$ cat src/rtl/keypad_pkg.sv
// -----------------------------------------------------------------------------
// keypad_pkg
// Shared types and helpers for the 4x4 matrix keypad scanner.
//   scan_state_t : scanner FSM states (SCAN, DEBOUNCE, HELD, RELEASE)
//   KP_ROWS/COLS : keypad geometry
//   key_code_t   : 8-bit {col, row} code, both fields one-hot active-high
//   is_onehot    : true when exactly one column bit is set
//   row_onehot   : one-hot row select for a 2-bit row index
// -----------------------------------------------------------------------------
package keypad_pkg;

  localparam int KP_ROWS = 4;
  localparam int KP_COLS = 4;

  typedef enum logic [1:0] {
    SCAN     = 2'd0,
    DEBOUNCE = 2'd1,
    HELD     = 2'd2,
    RELEASE  = 2'd3
  } scan_state_t;

  typedef struct packed {
    logic [KP_COLS-1:0] col;
    logic [KP_ROWS-1:0] row;
  } key_code_t;

  function automatic logic is_onehot(input logic [KP_COLS-1:0] v);
    return (v != '0) && ((v & (v - 1'b1)) == '0);
  endfunction

  function automatic logic [KP_ROWS-1:0] row_onehot(input logic [1:0] r);
    return {{(KP_ROWS-1){1'b0}}, 1'b1} << r;
  endfunction

endpackage

$ cat src/rtl/keypad_sync.sv
// -----------------------------------------------------------------------------
// keypad_sync
// Two-flop synchronizer for the asynchronous keypad column inputs. Both stages
// reset to 1, i.e. "no column pulled low".
// Ports:
//   clk   : system clock
//   reset : synchronous, active-low reset
//   d     : asynchronous column pins
//   q     : synchronized columns (two cycles of latency)
// -----------------------------------------------------------------------------
module keypad_sync
  import keypad_pkg::*;
(
  input  logic               clk,
  input  logic               reset,
  input  logic [KP_COLS-1:0] d,
  output logic [KP_COLS-1:0] q
);

  logic [KP_COLS-1:0] meta;

  // NOTE: sequential state uses non-blocking assignments so every flop samples
  // the pre-edge value of its source; with blocking, q would see d directly.
  always_ff @(posedge clk) begin
    if (!reset) begin
      meta <= '1;
      q    <= '1;
    end else begin
      meta <= d;
      q    <= meta;
    end
  end

endmodule

$ cat src/rtl/keypad_scanner.sv
// -----------------------------------------------------------------------------
// keypad_scanner
// Scans a 4x4 matrix keypad one row at a time, debounces a single pressed key
// and reports it as a one-hot {col,row} code with a one-cycle strobe.
// Parameters:
//   SCAN_DIV        : cycles each row is driven before the columns are sampled
//   DEBOUNCE_CYCLES : consecutive stable cycles required for press and release
// Ports:
//   clk         : system clock
//   reset       : synchronous, active-low reset
//   cols        : keypad columns, active-low, asynchronous
//   rows        : keypad row drive, active-low one-cold
//   key_code    : last accepted key, {col[3:0], row[3:0]} one-hot
//   key_valid   : one-cycle pulse when a new key is accepted
//   key_held    : high while the accepted key is held (through release debounce)
//   key_release : one-cycle pulse when key_held falls; only present when the
//                 KEYPAD_RELEASE_EN macro is defined
// -----------------------------------------------------------------------------
module keypad_scanner
  import keypad_pkg::*;
#(
  parameter int SCAN_DIV        = 2000,
  parameter int DEBOUNCE_CYCLES = 100000
) (
  input  logic         clk,
  input  logic         reset,
  input  logic [3:0]   cols,
  output logic [3:0]   rows,
  output logic [7:0]   key_code,
  output logic         key_valid,
  output logic         key_held
`ifdef KEYPAD_RELEASE_EN
  ,
  output logic         key_release
`endif
);

  localparam int DW = $clog2(SCAN_DIV);
  localparam int BW = $clog2(DEBOUNCE_CYCLES + 1);
  localparam logic [DW-1:0] DWELL_LAST = DW'(SCAN_DIV - 1);
  localparam logic [BW-1:0] DB_LAST    = BW'(DEBOUNCE_CYCLES - 1);

  logic [KP_COLS-1:0] cols_sync;
  logic [KP_COLS-1:0] cs;

  keypad_sync u_sync (
    .clk   (clk),
    .reset (reset),
    .d     (cols),
    .q     (cols_sync)
  );

  assign cs = ~cols_sync;

  scan_state_t        state_q, state_n;
  logic [1:0]         row_q, row_n;
  logic [KP_ROWS-1:0] rows_q, rows_n;
  logic [DW-1:0]      dwell_q, dwell_n;
  logic [BW-1:0]      db_q, db_n;
  logic [KP_ROWS-1:0] prow_q, prow_n;
  logic [KP_COLS-1:0] pcol_q, pcol_n;
  key_code_t          code_q, code_n;
  logic               valid_q, valid_n;
  logic               held_q, held_n;

  always_ff @(posedge clk) begin
    if (!reset) begin
      state_q <= SCAN;
      row_q   <= 2'd0;
      rows_q  <= 4'b1110;
      dwell_q <= '0;
      db_q    <= '0;
      prow_q  <= '0;
      pcol_q  <= '0;
      code_q  <= '0;
      valid_q <= 1'b0;
      held_q  <= 1'b0;
    end else begin
      state_q <= state_n;
      row_q   <= row_n;
      rows_q  <= rows_n;
      dwell_q <= dwell_n;
      db_q    <= db_n;
      prow_q  <= prow_n;
      pcol_q  <= pcol_n;
      code_q  <= code_n;
      valid_q <= valid_n;
      held_q  <= held_n;
    end
  end

  always_comb begin
    // NOTE: every variable of this block gets a default first, so no branch can
    // leave one unassigned and infer a latch.
    state_n = state_q;
    row_n   = row_q;
    dwell_n = '0;          // dwell only runs in SCAN; any exit leaves it cleared
    db_n    = db_q;
    prow_n  = prow_q;
    pcol_n  = pcol_q;
    code_n  = code_q;
    valid_n = 1'b0;
    held_n  = held_q;

    case (state_q)
      SCAN: begin
        // Columns are only trusted at the end of the dwell, once the newly
        // driven row has settled through the synchronizer.
        if (dwell_q == DWELL_LAST) begin
          if (is_onehot(cs)) begin
            prow_n  = row_onehot(row_q);
            pcol_n  = cs;
            db_n    = '0;
            state_n = DEBOUNCE;
          end else begin
            row_n = row_q + 2'd1;
          end
        end else begin
          dwell_n = dwell_q + 1'b1;
        end
      end

      DEBOUNCE: begin
        if (cs != pcol_q) begin
          row_n   = row_q + 2'd1;
          state_n = SCAN;
        end else if (db_q == DB_LAST) begin
          code_n  = '{col: pcol_q, row: prow_q};
          valid_n = 1'b1;
          held_n  = 1'b1;
          state_n = HELD;
        end else begin
          db_n = db_q + 1'b1;
        end
      end

      HELD: begin
        // Only the accepted column matters; other keys on this row are ignored.
        if ((cs & pcol_q) == '0) begin
          db_n    = '0;
          state_n = RELEASE;
        end
      end

      RELEASE: begin
        if ((cs & pcol_q) != '0) begin
          state_n = HELD;
        end else if (db_q == DB_LAST) begin
          held_n  = 1'b0;
          row_n   = row_q + 2'd1;
          state_n = SCAN;
        end else begin
          db_n = db_q + 1'b1;
        end
      end

      default: state_n = SCAN;
    endcase

    rows_n = ~row_onehot(row_n);
  end

  assign rows      = rows_q;
  assign key_code  = code_q;
  assign key_valid = valid_q;
  assign key_held  = held_q;

`ifdef KEYPAD_RELEASE_EN
  // The release strobe is exactly the falling edge of key_held, registered in
  // the same cycle so the two stay aligned.
  logic rel_q;

  always_ff @(posedge clk) begin
    if (!reset) begin
      rel_q <= 1'b0;
    end else begin
      rel_q <= held_q & ~held_n;
    end
  end

  assign key_release = rel_q;
`endif

endmodule
$ cat config.mk
export PLATFORM = sky130hd
export DESIGN_NAME = keypad_scanner
export DESIGN_NICKNAME = d
export VERILOG_FILES = /design/src/rtl/keypad_pkg.sv /design/src/rtl/keypad_sync.sv /design/src/rtl/keypad_scanner.sv
export SDC_FILE = /design/constraint.sdc
export NUM_CORES = 1
export LEC_CHECK = 0
export ABC_AREA = 1
export CORE_MARGIN = 2
export CORE_UTILIZATION = 34
export CTS_BUF_LIST = sky130_fd_sc_hd__clkbuf_8
export CTS_CLUSTER_SIZE = 40
export DETAILED_ROUTE_END_ITERATION = 10
export GPL_TIMING_DRIVEN = 0
export HOLD_SLACK_MARGIN = 0.15
export PLACE_DENSITY_LB_ADDON = 0.3
export SYNTH_ARGS = -nofsm -noshare
export SYNTH_HDL_FRONTEND = slang
export SYNTH_SLANG_ARGS = --single-unit
$ cat constraint.sdc
create_clock -name clk -period 1.65 [get_ports clk]
set_input_delay 0.165 -clock clk [delete_from_list [all_inputs] [get_ports clk]]
set_output_delay 0.165 -clock clk [all_outputs]
set_load 0.02 [all_outputs]
==> flow_summary.yaml, run 1 <==
floorplan:
  start_util_pct: 34.41
  die_y_um: 97.25
  rows: 34
  die_w_um: 97.25
  pin_count: 20
  die_area_um2: 9458
  core_area_um2: 8593
setup_path:
  arrival_ns: 2.01
  startpoint_type: "register"
  end_kind: "register"
  r2r_start: "u_sync.q[1]"
  ff2ff_path_depth: 14
  crit_fanout: 5
  critPathKind: "register to register"
  reg2reg_to: "db_q[8]"
  cp-startpoint: "u_sync.q[1]"
  cp.required_ns: 1.93
  r2r_slack_ns: -0.09
layout:
  num-fill-cells: 835
  finalNetCount: 481
  layout-drive-gt1-share_pct: 34.68
  multiInputGateArea_um2: 1793
  diodes: 0
  seq_area_um2: 1269
  area.growth.synth_to_final_pct: 38.17
run:
  maxCapViolCount: 0
place:
  place_congestion: 0.8672
  dpl.hpwl_um: 4343
  place_ws_ns: -0.3220
  portBuffers: 19
run_status:
  violations: "setup timing"
  outcome: "finished, violations left"
power:
  pwr-share-comb_pct: 3.3
  power.internal_uw: 2423
  vdd_drop_max_mv: 0.4405
  power.density_nw_per_um2: 772.8
  sequentialPowerShare_pct: 48.1
  p_clk_share_pct: 48.5
  p_total_uw: 3157
  p_leak_uw: 0.001520
  switching_share_pct: 23.26
  p_sw_uw: 734.2
drt:
  avgRoutedWirePerCell_um: 12.01
  drc_errors: 0
  routed_via_density: 4.659
  drtIter0Drc: 86
  dr_total_vias: 2693
  drtAntennaViolNets: 0
  wirelength_um: 6942
  firstDrtPassIters: 4
timing:
  hold_violations: 0
  slew_violations: 0
  max_freq_mhz: 576.2
  setup_slack_ns: -0.08536
  slew_headroom_pct: 54.59
  finalCritPeriodShare_pct: 105.2
  clock-skew-final_ns: 0.01844
  setup_viol: 22
  fin_crit_ns: 1.735
  rsz0062_at_grt: "yes"
  tightest_slew_ns: 0.6812
  whs_ns: 0.4005
min_path:
  hold_depth: 1
  hp-start: "u_sync.meta[1]"
  hold_class: "register to register"
  hold_path_end: "u_sync.q[1]"
clock_tree:
  insertion_delay_ns: 0.35
  cts_root_buf: "clkbuf_8"
  clkSinkCount: 62
  cts_tree: "built"
  cts_buffer_depth: 2
  cts_made_buffers: 9
  cts_hold_buf: 0
  htree_num_levels: 3
  path_clk_slew_ns: 0.09
grt:
  antenna_found_initial: 0
  globalRoute.totalOverflow: 0
  grt.total_usage_pct: 14.71
  grt_max_degree: 14
  grt_pass1_vias: 2527
  grt_pass1_wl_um: 11410
yosys:
  synthDistinctLibCells: 29
  synth_nets: 425
  yosys_warnings: 0
  synth_seq_area_share_pct: 41.98
  syn_inst: 409
  ys_seq_elements: 62
  synth.avg_cell_area_um2: 7.229
  syn_area_um2: 2957
-- power by group through the flow --
stage | Combinational, µW | Sequential, µW | Clock [µW]
floorplan | 52.6 | 1550 | 0
global placement | 80.6 | 1550 | 0
detailed placement | 82.1 | 1550 | 0
CTS | 97.9 | 1520 | 1570
global route | 118 | 1520 | 1630
finish | 106 | 1520 | 1530
-- layout by cell type (no fill, tap or decap), types with 5 or more instances in the layout --
cell              n
a21oi_1          18
a21oi_2          14
buf_4            18
buf_6            10
clkbuf_1          5
clkbuf_8          9
clkdlybuf4s50_1  19
dfxtp_1          46
dfxtp_2          13
ha_4              6
inv_1            28
inv_2            16
nand2_1          72
nand2_2          26
nand2_4           5
nand3_1          12
nor2_1           59
nor2_2            6
nor2_4            7
o21ai_0          14
or2_2            10
xor2_1           15
-- synthesized netlist by cell type, drive strengths merged --
cell type	count	share of area [%]
nand2	103	13
o21ai	18	3.0
nand3	18	3.4
a21oi	32	5.4
ha	10	4.2
o21bai	1	0.25
clkbuf	7	0.89
xnor2	1	0.30
nand4	4	1.1
nor3	5	1.6
inv	44	5.6
buf	3	1.1
a31o	1	0.30
a211oi	1	0.25
dfxtp	62	42
nor3b	2	0.51
nor2	72	10
xor2	15	4.4
or2	10	2.1
-- final cells by class --
class / count / area share, %
Buffer: 9 / 1.501
Clock buffer: 9 / 3.032
Clock inverter: 7 / 2.511
Inverter: 44 / 4.043
Multi-Input combinational cell: 293 / 43.89
Sequential cell: 62 / 31.06
Tap cell: 108 / 3.308
Timing Repair Buffer: 46 / 10.66
-- what timing repair did --
action	in CTS	in global routing
resized for setup	67	57
pin swaps	32	20
buffers inserted	18	7
gates cloned	1	1
endpoints found under the setup margin	49	45
-- kinds of logic (layout without fill, tap and decap cells) --
family / after synthesis / count (layout) / share of synthesized area, %
simple gates: 214 / 214 / 32.16
flops: 62 / 62 / 41.98
buf+inv: 54 / 115 / 7.618
compound gates: 53 / 53 / 9.268
xor+xnor: 16 / 16 / 4.740
fa+ha+maj: 10 / 10 / 4.232
-- flip-flops by register name, summed over array words and instances, names as in the netlist, 2 cells and up --
register	flops
pcol_q	4
dwell_q	11
prow_q	4
u_sync.meta	4
db_q	17
row_q	2
state_q	2
key_code	8
u_sync.q	4
rows	4
-- stage by stage --
stage	setup TNS [ns]	std cells	cell area, µm²	utilization (%)
after global routing	-3.806	578	4085	47.54
after detailed placement	-7.009	536	3282	38.19
after global placement	-5.668	536	3282	38.19
after CTS	-1.011	570	3852	44.83
final	-1.031	578	4085	47.54
after floorplan	0	409	2957	-
-- how the worst max path moves through the flow --
stage / to / cells past startpoint
final: db_q[8] / 14
after floorplan: db_q[10] / 14
after global placement: db_q[10] / 14
after CTS: db_q[6] / 14
after global routing: db_q[7] / 12
after detailed placement: db_q[9] / 14
-- metal layers --
metal / global-route usage (%) / wire length [µm]
met5: 0 / 0
met1: 18.12 / 3215
met4: 5.876 / 102
met2: 24.47 / 3397
met3: 3.957 / 226
-- critical path: stages (launching register included) --
cell	delay, ns
dfxtp_2	0.36
inv_2	0.06
ha_4	0.15
inv_2	0.05
nand2_2	0.05
nor2_4	0.14
inv_2	0.06
nand2_2	0.06
nand2_2	0.06
inv_2	0.06
nand2_4	0.06
nor2_4	0.20
buf_6	0.18
nand2_4	0.05
a21oi_2	0.12
Power figures use the tool's default switching activity.
==> run 2, diff against run 1 <==
CORE_MARGIN = unset   (was 2)
==> flow_summary.yaml, run 2 (same netlist as run 1, synthesis figures left out) <==
setup_path:
  startpoint_type: "register"
  cp.required_ns: 1.92
  arrival_ns: 1.95
  critPathKind: "register to register"
  r2r_slack_ns: -0.03
  cp_slowest_cell: "dfxtp_2"
  cp_cell_sequence: "inv_2 -> ha_4 -> inv_2 -> nand2_2 -> nor2_4 -> inv_2 -> nand2_1 -> nand2_1 -> inv_1 -> nand2_2 -> nor2_4 -> buf_6 -> nand3_2 -> a21oi_2"
  end_kind: "register"
  slowest_delay_ns: 0.34
  crit_fanout: 5
  crit_top_cell: "inv_2"
power:
  p_total_uw: 2959
  switching_share_pct: 23.86
  p_leak_uw: 0.001480
  vdd_drop_max_mv: 0.4439
  pwr-share-comb_pct: 3.5
  power.density_nw_per_um2: 748.3
  sequentialPowerShare_pct: 51.4
  p_clk_share_pct: 45.1
  power.internal_uw: 2253
  p_sw_uw: 706.0
timing:
  slew_headroom_pct: 57.93
  tightest_slew_ns: 0.6310
  setup_slack_ns: -0.03160
  slew_violations: 0
  hold_violations: 0
  rsz0062_at_grt: "yes"
  fin_crit_ns: 1.682
  finalCritPeriodShare_pct: 101.9
  setup_viol: 15
  max_freq_mhz: 594.7
  clock-skew-final_ns: 0.01139
clock_tree:
  cts_root_buf: "clkbuf_8"
  cts_buffer_depth: 2
  cts_made_buffers: 9
  insertion_delay_ns: 0.35
  path_clk_slew_ns: 0.07
  cts_tree: "built"
  htree_num_levels: 3
  clkSinkCount: 62
drt:
  drtAntennaViolNets: 0
  firstDrtPassIters: 4
  wirelength_um: 6897
  drtIter0Drc: 97
  drc_errors: 0
  avgRoutedWirePerCell_um: 11.95
  dr_total_vias: 2661
  routed_via_density: 4.612
grt:
  grt_pass1_vias: 2510
  use_met3_pct: 5.582
  grt.total_usage_pct: 16.43
  grt_pass1_wl_um: 11340
  grt_max_degree: 13
  grt.met2_usage_pct: 27.80
  antenna_found_initial: 0
  globalRoute.totalOverflow: 0
  grt_busiest_layer: "met2"
  grt_use_met1_pct: 19.38
layout:
  top_register: "db_q"
  layout-drive-gt1-share_pct: 30.72
  diodes: 0
  layout_common_cells: "nand2_1 (81), nor2_1 (60), dfxtp_1 (47), inv_1 (29), a21oi_1 (24)"
  area.growth.synth_to_final_pct: 33.73
  final_common_cell: "nand2_1"
  finalNetCount: 483
  largest_reg_flops: 17
  instances_no_fill: 577
  fin_area_um2: 3954
place:
  dpl_cell_area_um2: 3278
  portBuffers: 19
  dpl.hpwl_um: 4420
  place_congestion: 0.9206
  place_inst: 533
  place_ws_ns: -0.2869
floorplan:
  start_util_pct: 35.62
  rows: 33
  pin_count: 20
  core_area_um2: 8299
  die_y_um: 95.25
  die_area_um2: 9073
  die_w_um: 95.25
run:
  maxCapViolCount: 0
run_status:
  violations: "setup timing"
  outcome: "finished, violations left"
min_path:
  hold_class: "primary input to register"
run 2: worst paths after layout:
| check | from | depth (start not counted) | endpoint |
|---|---|---|---|
| hold reg to reg | u_sync.meta[0] | 1 | u_sync.q[0] |
| setup reg to reg | u_sync.q[1] | 14 | db_q[1] |
| setup / recovery | u_sync.q[1] | 14 | db_q[1] |
| hold / removal | cols[2] | 2 | u_sync.meta[2] |
run 2: per-layer routing:
layer  part of all wire (%)  routed length, µm
met1                     47               3213
met2                     49               3368
met3                    3.3                230
met4                    1.2                 84
met5                      0                  0
run 2: final cells by class:
type	count	area, µm²
flip-flops and latches	62	1265
fillers	830	4345
well taps	105	131.4
plain buffers	10	65.06
inverters	44	165.2
multi-input cells	293	1703
repair buffers	47	427.9
clock buffers	9	123.9
clock inverters	7	72.57
run 2: repair_timing:
action | CTS | global route
gates resized for setup | 45 | 47
pin swaps | 28 | 25
endpoints found under the setup margin | 48 | 53
buffers inserted | 21 | 5
hold buffers | 0 | 0
cloned | 1 | 1
run 2: power groups by stage:
stage	sequential, µW	combinational [µW]	clock, µW
CTS	1520	95.4	1350
finish	1520	104	1330
global route	1520	119	1420
floorplan	1550	52.6	0
global placement	1550	80.1	0
detailed placement	1550	81.0	0
run 2: critical path, delay by kind of cell (launching register included):
family / cells / cell delay [ns]
adders and majority gates: 1 / 0.15
DFF: 1 / 0.34
AOI/OAI and AO/OA: 1 / 0.11
buffers and inverters: 5 / 0.36
and+or+nand+nor: 7 / 0.64
run 2: through the flow:
stage	TNS [ns]	hold slack (ns)	util, %
finish	-0.2980	0.4022	47.64
global placement	-5.345	0.3984	39.50
global route	-2.950	0.4016	47.64
CTS	-0.004007	0.4029	45.58
detailed placement	-6.706	0.4004	39.50
floorplan	0	0.2716	-
